## src/rtl/blend_pkg.sv

```systemverilog
// Shared definitions for the blend factor stage: function codes, channel map, width helper.
package blend_pkg;

  // Blend function codes as held in the configuration registers
  typedef enum logic [3:0] {
    BLEND_ZERO                = 4'd0,
    BLEND_ONE                 = 4'd1,
    BLEND_DST_COLOR           = 4'd2,
    BLEND_SRC_COLOR           = 4'd3,
    BLEND_ONE_MINUS_DST_COLOR = 4'd4,
    BLEND_ONE_MINUS_SRC_COLOR = 4'd5,
    BLEND_SRC_ALPHA           = 4'd6,
    BLEND_ONE_MINUS_SRC_ALPHA = 4'd7,
    BLEND_DST_ALPHA           = 4'd8,
    BLEND_ONE_MINUS_DST_ALPHA = 4'd9,
    BLEND_SRC_ALPHA_SATURATE  = 4'd10
  } blend_func_e;

  // Channel positions within a pixel (R in the MSBs, A in the LSBs)
  localparam int unsigned NUM_CH = 4;
  localparam int unsigned CH_R   = 3;
  localparam int unsigned CH_G   = 2;
  localparam int unsigned CH_B   = 1;
  localparam int unsigned CH_A   = 0;

  // Total pixel width for a given channel width
  function automatic int unsigned pixel_width(input int unsigned sub_w);
    return NUM_CH * sub_w;
  endfunction

endpackage

```

## src/rtl/blend_factor_decode.sv

```systemverilog
// Combinational decode of one blend function code into a per-channel factor.
module blend_factor_decode
  import blend_pkg::*;
#(
  parameter int unsigned SUB_PIXEL_WIDTH = 8
) (
  input  logic [3:0]                                i_func,
  input  logic [pixel_width(SUB_PIXEL_WIDTH)-1:0]   i_src,
  input  logic [pixel_width(SUB_PIXEL_WIDTH)-1:0]   i_dst,
  output logic [pixel_width(SUB_PIXEL_WIDTH)-1:0]   o_factor
);

  localparam int unsigned W = SUB_PIXEL_WIDTH;

  logic [W-1:0] w_as;
  logic [W-1:0] w_ad;
  logic [W-1:0] w_inv_ad;
  logic [W-1:0] w_sat;

  // Select the factor; unknown codes (11-15) fall through to ZERO
  always_comb begin
    w_as     = i_src[CH_A*W +: W];
    w_ad     = i_dst[CH_A*W +: W];
    w_inv_ad = ~w_ad;
    w_sat    = (w_as < w_inv_ad) ? w_as : w_inv_ad;
    o_factor = '0;
    case (i_func)
      BLEND_ZERO:                o_factor = '0;
      BLEND_ONE:                 o_factor = '1;
      BLEND_DST_COLOR:           o_factor = i_dst;
      BLEND_SRC_COLOR:           o_factor = i_src;
      BLEND_ONE_MINUS_DST_COLOR: o_factor = ~i_dst;
      BLEND_ONE_MINUS_SRC_COLOR: o_factor = ~i_src;
      BLEND_SRC_ALPHA:           o_factor = {NUM_CH{w_as}};
      BLEND_ONE_MINUS_SRC_ALPHA: o_factor = {NUM_CH{~w_as}};
      BLEND_DST_ALPHA:           o_factor = {NUM_CH{w_ad}};
      BLEND_ONE_MINUS_DST_ALPHA: o_factor = {NUM_CH{w_inv_ad}};
      BLEND_SRC_ALPHA_SATURATE:  o_factor = {{(NUM_CH-1){w_sat}}, {W{1'b1}}};
      default:                   o_factor = '0;
    endcase
  end

endmodule

```

## src/rtl/blend_factor_stage.sv

```systemverilog
// Blend front end: decodes factors, registers mixer operands and tracks
// valid/index through the mixer so the whole path stalls as one pipeline.
module blend_factor_stage
  import blend_pkg::*;
#(
  parameter int unsigned SUB_PIXEL_WIDTH = 8,
  parameter int unsigned INDEX_WIDTH     = 16,
  parameter int unsigned MIXER_LATENCY   = 2
) (
  input  logic                                      aclk,
  input  logic                                      resetn,
  input  logic                                      conf_valid,
  input  logic [3:0]                                conf_src_func,
  input  logic [3:0]                                conf_dst_func,
  input  logic                                      s_valid,
  output logic                                      s_ready,
  input  logic [pixel_width(SUB_PIXEL_WIDTH)-1:0]   s_src_color,
  input  logic [pixel_width(SUB_PIXEL_WIDTH)-1:0]   s_dst_color,
  input  logic [INDEX_WIDTH-1:0]                    s_index,
  output logic                                      mixer_ce,
  output logic [pixel_width(SUB_PIXEL_WIDTH)-1:0]   colorA,
  output logic [pixel_width(SUB_PIXEL_WIDTH)-1:0]   colorB,
  output logic [pixel_width(SUB_PIXEL_WIDTH)-1:0]   colorC,
  output logic [pixel_width(SUB_PIXEL_WIDTH)-1:0]   colorD,
  input  logic [pixel_width(SUB_PIXEL_WIDTH)-1:0]   mixer_color,
  output logic                                      m_valid,
  input  logic                                      m_ready,
  output logic [pixel_width(SUB_PIXEL_WIDTH)-1:0]   m_color,
  output logic [INDEX_WIDTH-1:0]                    m_index
);

  localparam int unsigned PW = pixel_width(SUB_PIXEL_WIDTH);

  logic [3:0]             r_src_func;
  logic [3:0]             r_dst_func;
  logic [PW-1:0]          w_src_factor;
  logic [PW-1:0]          w_dst_factor;
  logic                   w_advance;
  logic                   r_vld [0:MIXER_LATENCY];
  logic [INDEX_WIDTH-1:0] r_idx [0:MIXER_LATENCY];

  blend_factor_decode #(.SUB_PIXEL_WIDTH(SUB_PIXEL_WIDTH)) u_src_decode (
    .i_func   (r_src_func),
    .i_src    (s_src_color),
    .i_dst    (s_dst_color),
    .o_factor (w_src_factor)
  );

  blend_factor_decode #(.SUB_PIXEL_WIDTH(SUB_PIXEL_WIDTH)) u_dst_decode (
    .i_func   (r_dst_func),
    .i_src    (s_src_color),
    .i_dst    (s_dst_color),
    .o_factor (w_dst_factor)
  );

  // A held output freezes every stage, bubbles included
  always_comb begin
    w_advance = !m_valid || m_ready;
    s_ready   = w_advance;
    mixer_ce  = w_advance;
    m_valid   = r_vld[MIXER_LATENCY];
    m_index   = r_idx[MIXER_LATENCY];
    m_color   = mixer_color;
  end

  // Function registers; a fragment accepted alongside conf_valid sees the old codes
  always_ff @(posedge aclk or negedge resetn) begin
    if (!resetn) begin
      r_src_func <= BLEND_ONE;
      r_dst_func <= BLEND_ZERO;
    end else if (conf_valid) begin
      r_src_func <= conf_src_func;
      r_dst_func <= conf_dst_func;
    end
  end

  // Mixer operand registers
  always_ff @(posedge aclk or negedge resetn) begin
    if (!resetn) begin
      colorA <= '0;
      colorB <= '0;
      colorC <= '0;
      colorD <= '0;
    end else if (w_advance) begin
      colorA <= s_src_color;
      colorB <= w_src_factor;
      colorC <= s_dst_color;
      colorD <= w_dst_factor;
    end
  end

  // Valid/index tracking: stage 0 aligns with the operands, last stage with mixer output
  always_ff @(posedge aclk or negedge resetn) begin
    if (!resetn) begin
      for (int unsigned i = 0; i <= MIXER_LATENCY; i++) begin
        r_vld[i] <= 1'b0;
        r_idx[i] <= '0;
      end
    end else if (w_advance) begin
      r_vld[0] <= s_valid && s_ready;
      r_idx[0] <= s_index;
      for (int unsigned i = 1; i <= MIXER_LATENCY; i++) begin
        r_vld[i] <= r_vld[i-1];
        r_idx[i] <= r_idx[i-1];
      end
    end
  end

endmodule

```

## config.mk

```make
export PLATFORM = sky130hd
export DESIGN_NAME = blend_factor_stage
export DESIGN_NICKNAME = d
export VERILOG_FILES = /design/src/rtl/blend_pkg.sv /design/src/rtl/blend_factor_decode.sv /design/src/rtl/blend_factor_stage.sv
export SDC_FILE = /design/constraint.sdc
export NUM_CORES = 1
export LEC_CHECK = 0
export BUFFER_PORTS_ARGS = -buffer_cell sky130_fd_sc_hd__buf_4
export CORE_MARGIN = 2
export CORE_UTILIZATION = 25
export CTS_BUF_LIST = sky130_fd_sc_hd__clkbuf_8
export DETAILED_ROUTE_END_ITERATION = 12
export PLACE_DENSITY = 0.47
export SETUP_SLACK_MARGIN = 0.2
export SLEW_MARGIN = 20
export SYNTH_ARGS = -nofsm -noshare
export SYNTH_HDL_FRONTEND = slang
export SYNTH_SLANG_ARGS = --single-unit
```

## constraint.sdc

```tcl
create_clock -name aclk -period 2.4 [get_ports aclk]
set_clock_uncertainty 0.15 [all_clocks]
set_input_delay 0.72 -clock aclk [delete_from_list [all_inputs] [get_ports aclk]]
set_output_delay 0.72 -clock aclk [all_outputs]
set_load 0.02 [all_outputs]
```

Yosys cells after proc, flatten, opt, wreduce, memory -nomap -nowiden. Cells that the tools add are included.

Flip-flop bits (word level): 187. Bits in latches: 0. Bits in writable memories: 0. Bits in read-only memories: 0. Input bits: 125. Output and inout bits: 179. Word-level logic and storage cells: 43. Memories kept: 0.

Add/sub/neg operators: 0. Multiply operators: 0. Divide/modulo/power cells: 0. $lt $le $gt $ge: 1. Equality and inequality tests: 20. Shift-type cells: 0. Mux-type cells: 3. Bitwise gates (word level): 4. Reductions and logical operators: 3.

Operators with widths (number): $pmux W32 S10 (2); $not A32 Y32 (2); $eq A4 B3 Y1 const B (8); $eq A4 B4 Y1 const B (6); $eq A4 B2 Y1 const B (4); $not A8 Y8 (2); $eq A4 B1 Y1 const B (2); $lt A8 B8 Y1 (1); $mux W8 (1); $logic_and A1 B1 Y1 (1); $logic_not A1 Y1 (1); $logic_or A1 B1 Y1 (1).

Logic depth before layout (Yosys ltp).
Depth after elaboration: 4. Depth in mapped cells: 8. Mapped depth without buffers: 6.

Modules after synthesis. From an unflattened synthesis, not the netlist that was laid out.

Cell total of the unflattened synthesis: 1039. Area total of the unflattened synthesis: 11836.4 µm².

Modules (own cells, without submodules): blend_factor_stage (times used 1, cells an instance 445, area each 7702.4 µm², seq. area each 4680.7 µm²); blend_factor_decode (times used 2, cells an instance 297, area each 2067.0 µm², seq. area each 0.0 µm²).

Worst setup path after synthesis. OpenSTA, ideal clock, no wires.

Path kind: in2out. Start: input m_ready. End: output s_ready. Arrival: 1657 ps. Data required time: 1530 ps. Setup slack: -127 ps. Cell stages on the path: 5. Path buffers: 3. Cell sequence: nor2b_1 > buf_2 > inv_2 > clkbuf_1 > buf_4.

Word-level cells in the longest chain between the ends: 1.

Ends and longest elaborated chain: start: declaration (line blend_factor_stage.sv:27) `input logic m_ready,`; $logic_or A1 B1 Y1 (line blend_factor_stage.sv:58) `w_advance = !m_valid || m_ready;`; end: declaration (line blend_factor_stage.sv:16) `output logic s_ready,`.

Every way passes these cells.

Worst setup path in the final report.
Start: register r_src_func[0]. End: register colorB[8].

Word-level cells in the longest chain between the ends: 2. Elaborated cells on any way between the ends: 11. Those cells by class: eq/ne (10); mux (1).

Ends and longest elaborated chain: start: declaration (line blend_factor_stage.sv:34) `logic [3:0] r_src_func;`; start signal: assignment (line blend_factor_stage.sv:72) `r_src_func <= conf_src_func;`; $eq A4 B4 Y1 (tied with other cells) (line blend_factor_decode.sv:27) `case (i_func)`; $pmux W32 S10 * (line blend_factor_decode.sv:27); end signal: assignment (line blend_factor_stage.sv:86) `colorB <= w_src_factor;`; end: declaration (line blend_factor_stage.sv:22) `output logic [pixel_width(SUB_PIXEL_WIDTH)-1:0] colorB,`.

Every way passes the cells marked *; elsewhere a longest branch is shown, timed or not. A chain may end at the register's enable or synchronous reset.

==> reports/qor.yml <==
synthesis:
  async_flop_share: 1.00
  synth_cells: 1540
  syn_nets: 1672
  yosys.area.top_type: "dfrtp_1"
  netlist_top_cells_area: "dfrtp_1 36%, nand2_1 13%, mux2i_1 11%, buf_4 3.5%, o21ai_0 2.9%"
  synthFlopType: "dfrtp_1"
  ys_seq_area_frac: 0.365
  yosysWarnings: 0
  syn_area_sq_um: 12800
  synth_edf_count: 0
  netlist.area_leader.share: 0.363
  ys_seq_elements: 187
  ys_types: 62
  avgSynthCellArea_sq_um: 8.33
floorplan:
  die_h_um: 230
  dieArea_sq_um: 53100
  rows: 83
  core_area_sq_um: 51000
  start_util: 0.252
  ios: 304
  fp.dieW_um: 230
critical_path:
  r2r_slack_ns: 0.12
  rr_startpoint: "r_src_func[0]$_DFFE_PN1P_"
  crit_required_ns: 2.68
  crit_type: "reg2reg"
  rr_endpoint: "colorB[8]$_DFFE_PN0N_"
  arrival_ns: 2.56
  start_kind: "flop"
  reg2reg_depth: 7
  cpPeakStageDelay_ns: 0.65
  crit_fanout: 11
  endpoint_kind: "flop"
  slowest_stage: "dfstp_4"
  worstPathCellList: "buf_12 -> buf_16 -> mux2i_4 -> mux2i_2 -> nand2_1 -> nor3_1 -> a221oi_2"
detailed_routing:
  routed_wl_um: 52600
  drc: 0
  drtIter0Drc: 970
  wl_per_cell_um: 21.4
  first_pass_iters: 5
  routed_via_density: 5.00
  drtAntennaViolNets: 0
  via_count: 12300
global_route:
  grt_overflow: 0
  antenna_found_initial: 0
  grt_max_degree: 102
  grt_use_total: 0.192
  first_global_vias: 11800
  grt_pass1_wl_um: 77000
min_path:
  hold_end: "r_idx[46]$_DFFE_PN0N_"
  min_path_cells: 3
  min-delay-start: "s_index[14]"
  hold_class: "in2reg"
power_and_ir_drop:
  peakVddDrop_mv: 0.380
  powerDensity_nw_per_um2: 791
  switching_share: 0.436
  pwr-share-seq: 0.341
  p_leak_nw: 7.83
  p_comb_frac: 0.471
  clkPwrFrac: 0.188
  p_switching_w: 0.00578
  p_total_w: 0.0133
  cell_internal_pwr_w: 0.00748
sta:
  setup_viol: 0
  relSlewSlack: 0.357
  slew_violations: 0
  fin_setup_tns_ns: 0
  period_needed_ns: 2.28
  final_hold_viol_count: 0
  worstMarginPinSlew_ns: 0.965
  max_freq_mhz: 438
  fin_ws_ns: 0.116
  rsz0062_at_grt: "yes"
  hold-worst-slack_ns: 0.224
  fin_crit_sh: 0.951
clock_tree:
  clk_pin_slew_ns: 0.13
  cts_buffers: 17
  cts_tree: "built"
  cts_root_buffer: "clkbuf_8"
  clockBufferDepth: 2
  htree_num_levels: 4
  clock_latency_ns: 0.54
  cts.sinks: 187
finish:
  area.growth.synth_to_final_pct: 30.8
  n_antenna_cell: 0
  fin_nets: 1897
  final_core_util: 0.329
  layout_common_cells: "461 x nand2_1, 366 x buf_4, 181 x dfrtp_1"
  layout_commonest_cell: "nand2_1"
  drive_gt1_frac: 0.319
job:
  cap_violations: 0
placed_design:
  pre_cts_ws_ns: -0.120
  dp_hpwl_um: 38400
  io_buffers: 239
  gp_congestion: 0.849
outcome:
  outcome: "finished, final reports clean"
## kinds of logic (layout without fill, tap and decap cells)
kind of cell             Yosys count  count (layout)  synth area share
adder cells (fa/ha/maj)            7               7           0.00683
XOR/XNOR                          11              11           0.00751
multiplexers                     171             171             0.136
AO/OA/AOI/OAI                    329             329             0.185
flip-flops                       187             187             0.365
buffers and inverters            204             442            0.0845
AND/OR/NAND/NOR                  631             631             0.215
## power groups by stage
stage | logic, W | registers (W) | clock network (W)
3_3_place_gp | 0.00592 | 0.00459 | 0
6_report | 0.00624 | 0.00452 | 0.00250
2_1_floorplan | 0.00307 | 0.00505 | 0
3_5_place_dp | 0.00600 | 0.00461 | 0
5_1_grt | 0.00675 | 0.00463 | 0.00272
4_1_cts | 0.00608 | 0.00454 | 0.00261
## flip-flops by register name, indices dropped and copies added (netlist names)
register / count
colorD: 32
r_idx: 32
colorA: 32
colorB: 32
r_src_func: 4
m_valid: 1
r_dst_func: 4
colorC: 32
m_index: 16
r_vld: 2
## critical path, delay by kind of cell, from the launching register on
family	cells	cell delay, ns
simple gates	2	0.33
compound gates	1	0.05
buf+inv	2	0.33
flops	1	0.65
mux	2	0.64
## cell type report
cell class,count,area (sq um)
Sequential cell,187,4690
Timing Repair Buffer,399,3360
Inverter,11,46.3
Clock buffer,17,234
Tap cell,680,851
Clock inverter,15,238
Fill cell,5372,34200
Multi-Input combinational cell,1149,7350
## cell usage after synthesis (all sizes together), types with 9 or more instances
master and n:
xor2 9, o211ai 48, nand2 480, clkbuf 84, buf 109, a22oi 32, nand4 22, and3 22
mux2i 140, a221oi 32, mux2 31, o311ai 23, inv 11, dfrtp 186, nor2 50, o21ai 77
a21oi 59
## repair_timing
item                                    4_1_cts  5_1_grt
endpoints found under the hold margin        28        0
endpoints found under the setup margin       24       51
setup buffers                                 3        6
pin swaps                                     0       11
gates cloned                                  0        5
gates resized for setup                      24       44
hold buffers                                  1        0
## per-stage QoR
stage,cells,area [sq um]
after CTS,2447,16400
after global routing,2458,16800
after global placement,2411,15800
final,2458,16800
after floorplan,1540,12800
after detailed placement,2411,15800
## per-layer routing
layer  GRT usage  routed length [um]  up-vias
li1            -                   -     5799
met1       0.263               23900     6065
met2       0.316               24700      379
met3      0.0310                2970       49
met4      0.0435                 976        0
met5           0                   0        -
## how the worst max path moves through the flow
stage | start | to | slack, ns | cells past startpoint
floorplan | m_ready | s_ready | 0.18 | 5
global placement | s_src_color[7] | colorD[29]$_DFFE_PN0N_ | -0.10 | 8
detailed placement | s_src_color[7] | colorD[25]$_DFFE_PN0N_ | -0.12 | 8
CTS | m_valid$_DFFE_PN0N_ | s_ready | 0.13 | 3
global route | r_src_func[0]$_DFFE_PN1P_ | colorB[8]$_DFFE_PN0N_ | 0.07 | 7
finish | r_src_func[0]$_DFFE_PN1P_ | colorB[8]$_DFFE_PN0N_ | 0.12 | 7
No activity file was read; power rests on OpenSTA's default activity.
